### config.mk
export PLATFORM = sky130hd
export DESIGN_NAME = pcounter_cfg_master
export DESIGN_NICKNAME = d
export VERILOG_FILES = /design/src/rtl/pcounter_cfg_master.sv
export SDC_FILE = /design/constraint.sdc
export NUM_CORES = 1
export LEC_CHECK = 0
export CAP_MARGIN = 20
export CORE_MARGIN = 5
export CORE_UTILIZATION = 35
export CTS_CLUSTER_SIZE = 12
export DETAILED_ROUTE_END_ITERATION = 10
export GPL_TIMING_DRIVEN = 0
export PLACE_DENSITY = 0.63
export SYNTH_ARGS = -nofsm -noshare
export SYNTH_HDL_FRONTEND = slang
export SYNTH_SLANG_ARGS = --single-unit
### constraint.sdc
create_clock -name clk -period 1.75 [get_ports clk]
set_input_delay 0.175 -clock clk [delete_from_list [all_inputs] [get_ports clk]]
set_output_delay 0.175 -clock clk [all_outputs]
set_load 0.02 [all_outputs]
### src/rtl/pcounter_cfg_master.sv
`default_nettype none
// ============================================================================
// Module      : pcounter_cfg_master
// Description : Initiator for the pcounter SRAM-like configuration port.
//               Takes read/write commands on a valid/ready port, issues each
//               one as a single-cycle cfg_enable access, and returns a write
//               ack, captured read data or an address error on a valid/ready
//               response port. One command outstanding at a time.
// Revision    : 1.0 - initial release
// ============================================================================
module pcounter_cfg_master #(
    parameter int ADDR_W     = 3,
    parameter int DATA_W     = 10,
    parameter int NUM_REGS   = 4,
    parameter int RD_LATENCY = 2    // legal range 1..7
) (
    input  logic              clk,
    input  logic              rst,
    // command port
    input  logic              cmd_valid,
    output logic              cmd_ready,
    input  logic              cmd_rd_wr,
    input  logic [ADDR_W-1:0] cmd_addr,
    input  logic [DATA_W-1:0] cmd_wdata,
    // response port
    output logic              rsp_valid,
    input  logic              rsp_ready,
    output logic [DATA_W-1:0] rsp_rdata,
    output logic              rsp_err,
    // pcounter configuration bus
    output logic              cfg_enable,
    output logic              cfg_rd_wr,
    output logic [ADDR_W-1:0] cfg_addr,
    output logic [DATA_W-1:0] cfg_wdata,
    input  logic [DATA_W-1:0] cfg_rdata,
    // status
    output logic              busy
);

    // FSM encoding
    localparam logic [1:0] c_IDLE    = 2'd0;
    localparam logic [1:0] c_ISSUE   = 2'd1;
    localparam logic [1:0] c_WAIT_RD = 2'd2;
    localparam logic [1:0] c_RESP    = 2'd3;

    // A register count larger than the address space decodes every address.
    localparam int              c_NR_CLAMP  = (NUM_REGS > (2 ** ADDR_W)) ? (2 ** ADDR_W) : NUM_REGS;
    localparam logic [ADDR_W:0] c_NUM_REGS  = c_NR_CLAMP[ADDR_W:0];

    // Wait counter is loaded with RD_LATENCY-1 (at most 6) in the issue cycle.
    localparam int              c_CNT_W     = 3;
    localparam logic [c_CNT_W-1:0] c_RD_LOAD = c_CNT_W'(RD_LATENCY - 1);

    logic [1:0]         r_state;
    logic [c_CNT_W-1:0] r_cnt;
    logic               r_cmd_ready;
    logic               r_rsp_valid;
    logic [DATA_W-1:0]  r_rsp_rdata;
    logic               r_rsp_err;
    logic               r_cfg_enable;
    logic               r_cfg_rd_wr;
    logic [ADDR_W-1:0]  r_cfg_addr;
    logic [DATA_W-1:0]  r_cfg_wdata;
    logic               r_busy;

    logic               w_addr_ok;

    // Address decode on the incoming command (zero-extended compare).
    assign w_addr_ok = ({1'b0, cmd_addr} < c_NUM_REGS);

    // Transaction sequencer: every output is a register updated here, so
    // nothing reaches an output combinationally from an input.
    always_ff @(posedge clk or posedge rst) begin
        if (rst) begin
            r_state      <= c_IDLE;
            r_cnt        <= '0;
            r_cmd_ready  <= 1'b1;
            r_rsp_valid  <= 1'b0;
            r_rsp_rdata  <= '0;
            r_rsp_err    <= 1'b0;
            r_cfg_enable <= 1'b0;
            r_cfg_rd_wr  <= 1'b0;
            r_cfg_addr   <= '0;
            r_cfg_wdata  <= '0;
            r_busy       <= 1'b0;
        end else begin
            case (r_state)
                c_IDLE: begin
                    if (cmd_valid) begin
                        r_cmd_ready <= 1'b0;
                        r_busy      <= 1'b1;
                        if (w_addr_ok) begin
                            // The cfg bus fields double as the latched command;
                            // they only change when an access is really issued.
                            r_cfg_rd_wr  <= cmd_rd_wr;
                            r_cfg_addr   <= cmd_addr;
                            r_cfg_wdata  <= cmd_wdata;
                            r_cfg_enable <= 1'b1;
                            r_state      <= c_ISSUE;
                        end else begin
                            // Out-of-range: answer with an error, no bus access.
                            r_rsp_valid <= 1'b1;
                            r_rsp_err   <= 1'b1;
                            r_rsp_rdata <= '0;
                            r_state     <= c_RESP;
                        end
                    end
                end
                c_ISSUE: begin
                    r_cfg_enable <= 1'b0;
                    if (r_cfg_rd_wr) begin
                        r_cnt   <= c_RD_LOAD;
                        r_state <= c_WAIT_RD;
                    end else begin
                        r_rsp_valid <= 1'b1;
                        r_rsp_err   <= 1'b0;
                        r_rsp_rdata <= '0;
                        r_state     <= c_RESP;
                    end
                end
                c_WAIT_RD: begin
                    if (r_cnt == '0) begin
                        r_rsp_rdata <= cfg_rdata;
                        r_rsp_err   <= 1'b0;
                        r_rsp_valid <= 1'b1;
                        r_state     <= c_RESP;
                    end else begin
                        r_cnt <= r_cnt - 1'b1;
                    end
                end
                c_RESP: begin
                    if (rsp_ready) begin
                        r_rsp_valid <= 1'b0;
                        r_cmd_ready <= 1'b1;
                        r_busy      <= 1'b0;
                        r_state     <= c_IDLE;
                    end
                end
                default: begin
                    r_state      <= c_IDLE;
                    r_cmd_ready  <= 1'b1;
                    r_busy       <= 1'b0;
                    r_rsp_valid  <= 1'b0;
                    r_cfg_enable <= 1'b0;
                end
            endcase
        end
    end

    assign cmd_ready  = r_cmd_ready;
    assign rsp_valid  = r_rsp_valid;
    assign rsp_rdata  = r_rsp_rdata;
    assign rsp_err    = r_rsp_err;
    assign cfg_enable = r_cfg_enable;
    assign cfg_rd_wr  = r_cfg_rd_wr;
    assign cfg_addr   = r_cfg_addr;
    assign cfg_wdata  = r_cfg_wdata;
    assign busy       = r_busy;

endmodule
`default_nettype wire

==> results.md <==
- Ranking of synthesized cells by area: dfrtp_1 50%, mux2_2 9.5%, nand2_1 5.6%
- TritonCTS clock tree: built
- Routed WL per cell: between 15 and 20 um
- Total count of max-transition violations in the final report: 0
- Chip height: between 70 and 80 um
- Area of the core: 0.004661 mm2
- Slew at the pin closest to its max-slew limit: 518.0 ps
- R2R Setup Slk: 70 ps
- Prevailing post-synth register cell: dfrtp_1
- Path class of the lowest-slack min-delay path: in -> async
- Ant diodes: 0
- Via count of the first global-routing pass: approximately 1300
- Die W: 78.96 um
- CTS Root Buffer Type: clkbuf_8
- Number of remaining DRC errors: 0
- Arrival time reported for the critical path endpoint: between 1500 and 2000 ps
- Clock transition at the registers of the reported paths: approximately 70 ps
- Highest metal used: met4
- Critical path class: reg -> reg
- Count of placed standard cells in the final layout, fillers left out: 268
- Sequential cell area: roughly 850 um2
- Synth area leader: dfrtp_1
- Number of search-and-repair iterations in the first detailed-routing pass: 4
- Boundary pin count: between 50 and 60
- Sequential cell fraction of total power: approximately 27%
- Required time of the critical path: around 1900 ps
- Number of antenna violations at the first check in global routing: 0
- Routed wl met2: around 2200 um
- Fin crit period: about 1700 ps
- Critical-path cell with the highest stage delay: dfrtp_1
- Areal power density over the cells: roughly 1900 mW/mm2
- Detailed Route WL: ~4100 um
- Sort of element at the end of the critical path: flip-flop
- Footprint of the multi-input gates: about 750 um2
- Maximum number of pins on one net before global-route repair: 25
- Number of enable flip-flop cells after synthesis: 0
- Combinational group share of total power: 58.4%
- Cell total after placement: 255
- Clock Skew: between 2 and 2.5 ps
- Minimum setup slack in the final design: 71.09 ps
- Routed metal-1 wirelength: around 1600 um
- Slew HR: roughly 65%
- Die outline area: between 0.006 and 0.007 mm2
- Clock insertion delay at the later pin of the skew report: 280 ps
- Syn-to-layout area delta: 49.77%
- Share of layout cells above drive strength 1: 23.83%
- Number of clock sinks: 34
- Total gr overflow: 0
- Leak Pwr: ~0.0011 uW
- Top cell family by delay on the critical path: compound AO/OA/AOI/OAI gates
- Cts bufs inserted: 5
- Max capacitance violation total: 0
- Synth Instances: roughly 140
- Total global routing track utilization: ~14%
- Hold Vio Cnt, Final: 0
- Met3 WL: 157 um
- Delay of the slowest cell on the worst path: between 400 and 500 ps
- IR drop worst, VDD: ~0.65 mV
- WP buf/inv: 2
- Number of flip-flops and latches in the synthesized netlist: 34
- Final setup fails: 0
- Status: completed
- Post-place instance area: 0.002320 mm2
- Synth top area share: 49.62%
- Via count of the routed design: 1316
- Via density per instance: between 4 and 5
- Setup TNS: 0 ps
- Final cycle utilization of the critical path: approximately 96%
- P_sw: approximately 1900 uW
- Cells along the critical path: inv_2 -> ha_1 -> buf_6 -> nor2b_4 -> a221oi_4 -> a31oi_1 -> o22a_1
- Filler cell count in the final layout: 391
- Post-layout utilization of the core: 53.48%
- Worst-case clock buffer depth: 2
- Avg Inst Size Synth: roughly 12 um2
- Post-synthesis net count: roughly 180
- Warnings from Yosys: 0
- Last weighted congestion value of the routability-driven placer: between 0.7 and 0.8
- Row cnt: 25
- Combined area of all synthesized cells: between 0.0015 and 0.002 mm2
- Distinct cells, synth: 30
- # nets final: roughly 250
- Final cell area excluding filler cells: about 0.0025 mm2
- Sequential area share after synthesis: 51.20%
- Setup repair after global routing missed its margin: yes
- Critical path startpoint category: flip-flop
- Number of DRC markers in iteration 0: 31
- Count of hold buffers inserted by post-cts repair: 0
- Post-synth ARST share: 100.0%
- Detail Route Antenna Nets: 0
- Placed wire-length estimate: 3120 um
- Worst-case setup slack after placement: -2.716 ps
- CP Max Fanout: 8
- Maximum operating frequency: around 600 MHz
- Initial cell density of the core: between 30% and 40%
- First-pass GRT wire length: ~6700 um
- Number of H-tree levels: 2
- Count of port buffers added during placement: between 50 and 60
- Switching power as a share of total power: roughly 40%
- Internal power: around 2800 uW
- Clock network power share: between 10% and 20%
==> layout make-up <==
cell class | count | share of cell area (%)
sequential | 34 | 34.19
inverter | 9 | 1.355
tap | 54 | 2.711
buffer | 5 | 1.958
timing repair buffer | 62 | 25.40
multi-input combinational | 96 | 29.97
clock buffer | 8 | 4.418
==> cell usage in the layout (no fill, tap or decap), types with 3 or more instances in the layout <==
master,instances
inv_1,8
dfrtp_1,33
buf_6,6
o21ai_0,5
ha_1,7
a21oi_1,5
nor2_1,5
buf_4,3
mux2_2,14
mux2i_1,3
a31oi_1,3
clkbuf_8,8
nand2_1,25
o21ai_2,10
clkdlybuf4s50_1,56
==> registers in the layout, indices dropped and copies added, names as in the netlist, 2 cells and up <==
register,flops
r_state,2
cfg_addr,3
rsp_rdata,10
cfg_wdata,10
r_cnt,3
==> final timing paths <==
| path | endpoint | from | cells past startpoint |
|---|---|---|---|
| worst max-delay path | r_state[0]$_DFFE_PP0P_ | r_state[1]$_DFFE_PP0P_ | 7 |
| worst max register to register | r_state[0]$_DFFE_PP0P_ | r_state[1]$_DFFE_PP0P_ | 7 |
| min in group clk | rsp_rdata[5]$_DFFE_PP0P_ | cfg_rdata[5] | 3 |
| max in group asynchronous | rsp_rdata[3]$_DFFE_PP0P_ | rst | 3 |
| worst min register to register | rsp_rdata[9]$_DFFE_PP0P_ | rsp_rdata[9]$_DFFE_PP0P_ | 2 |
| worst min-delay path | cfg_wdata[8]$_DFFE_PP0P_ | rst | 2 |
==> metrics by stage <==
step                      hold slack [ps]  power, uW
after floorplan                     312.7       2895
after global placement              466.4       3708
after detailed placement            472.8       3812
after CTS                           233.0       4534
after global routing                259.5       5045
final                               224.8       4702
==> per-layer routing <==
metal	GRT usage, %	up-vias
met4	6.529	0
met2	24.11	28
met1	16.19	656
met5	0	-
met3	3.401	7
li1	-	625
==> power groups by stage <==
stage	registers (uW)	clock network [uW]	logic (uW)
global route	1330	740	2970
floorplan	1590	0	1310
global placement	1290	0	2420
detailed placement	1320	0	2490
CTS	1290	710	2540
finish	1290	669	2750
==> kinds of logic after synthesis <==
group,synth area share (%)
and+or+nand+nor,13.08
DFF,51.20
AOI/OAI and AO/OA,14.44
muxes,11.28
buffers and inverters,4.737
adders and majority gates,5.263
==> synth_stat cells (2+ instances only) <==
master    number
a21oi_1        5
a31oi_1        3
and2_1         2
buf_6          3
dfrtp_1       33
ha_1           7
inv_1          9
mux2_2        14
mux2i_1        3
nand2_1       25
nand2b_1       2
nor2_1         5
nor2b_1        3
o21ai_0        5
o21ai_2       10
==> what timing repair did <==
action | 4_1_cts | 5_1_grt
cloned | 0 | 2
setup buffers | 1 | 2
setup endpoints to repair | 1 | 11
pin swaps | 0 | 1
resized for setup | 0 | 9
hold endpoints to repair | 0 | 0
Note: power is estimated with default switching activity, not from simulation.
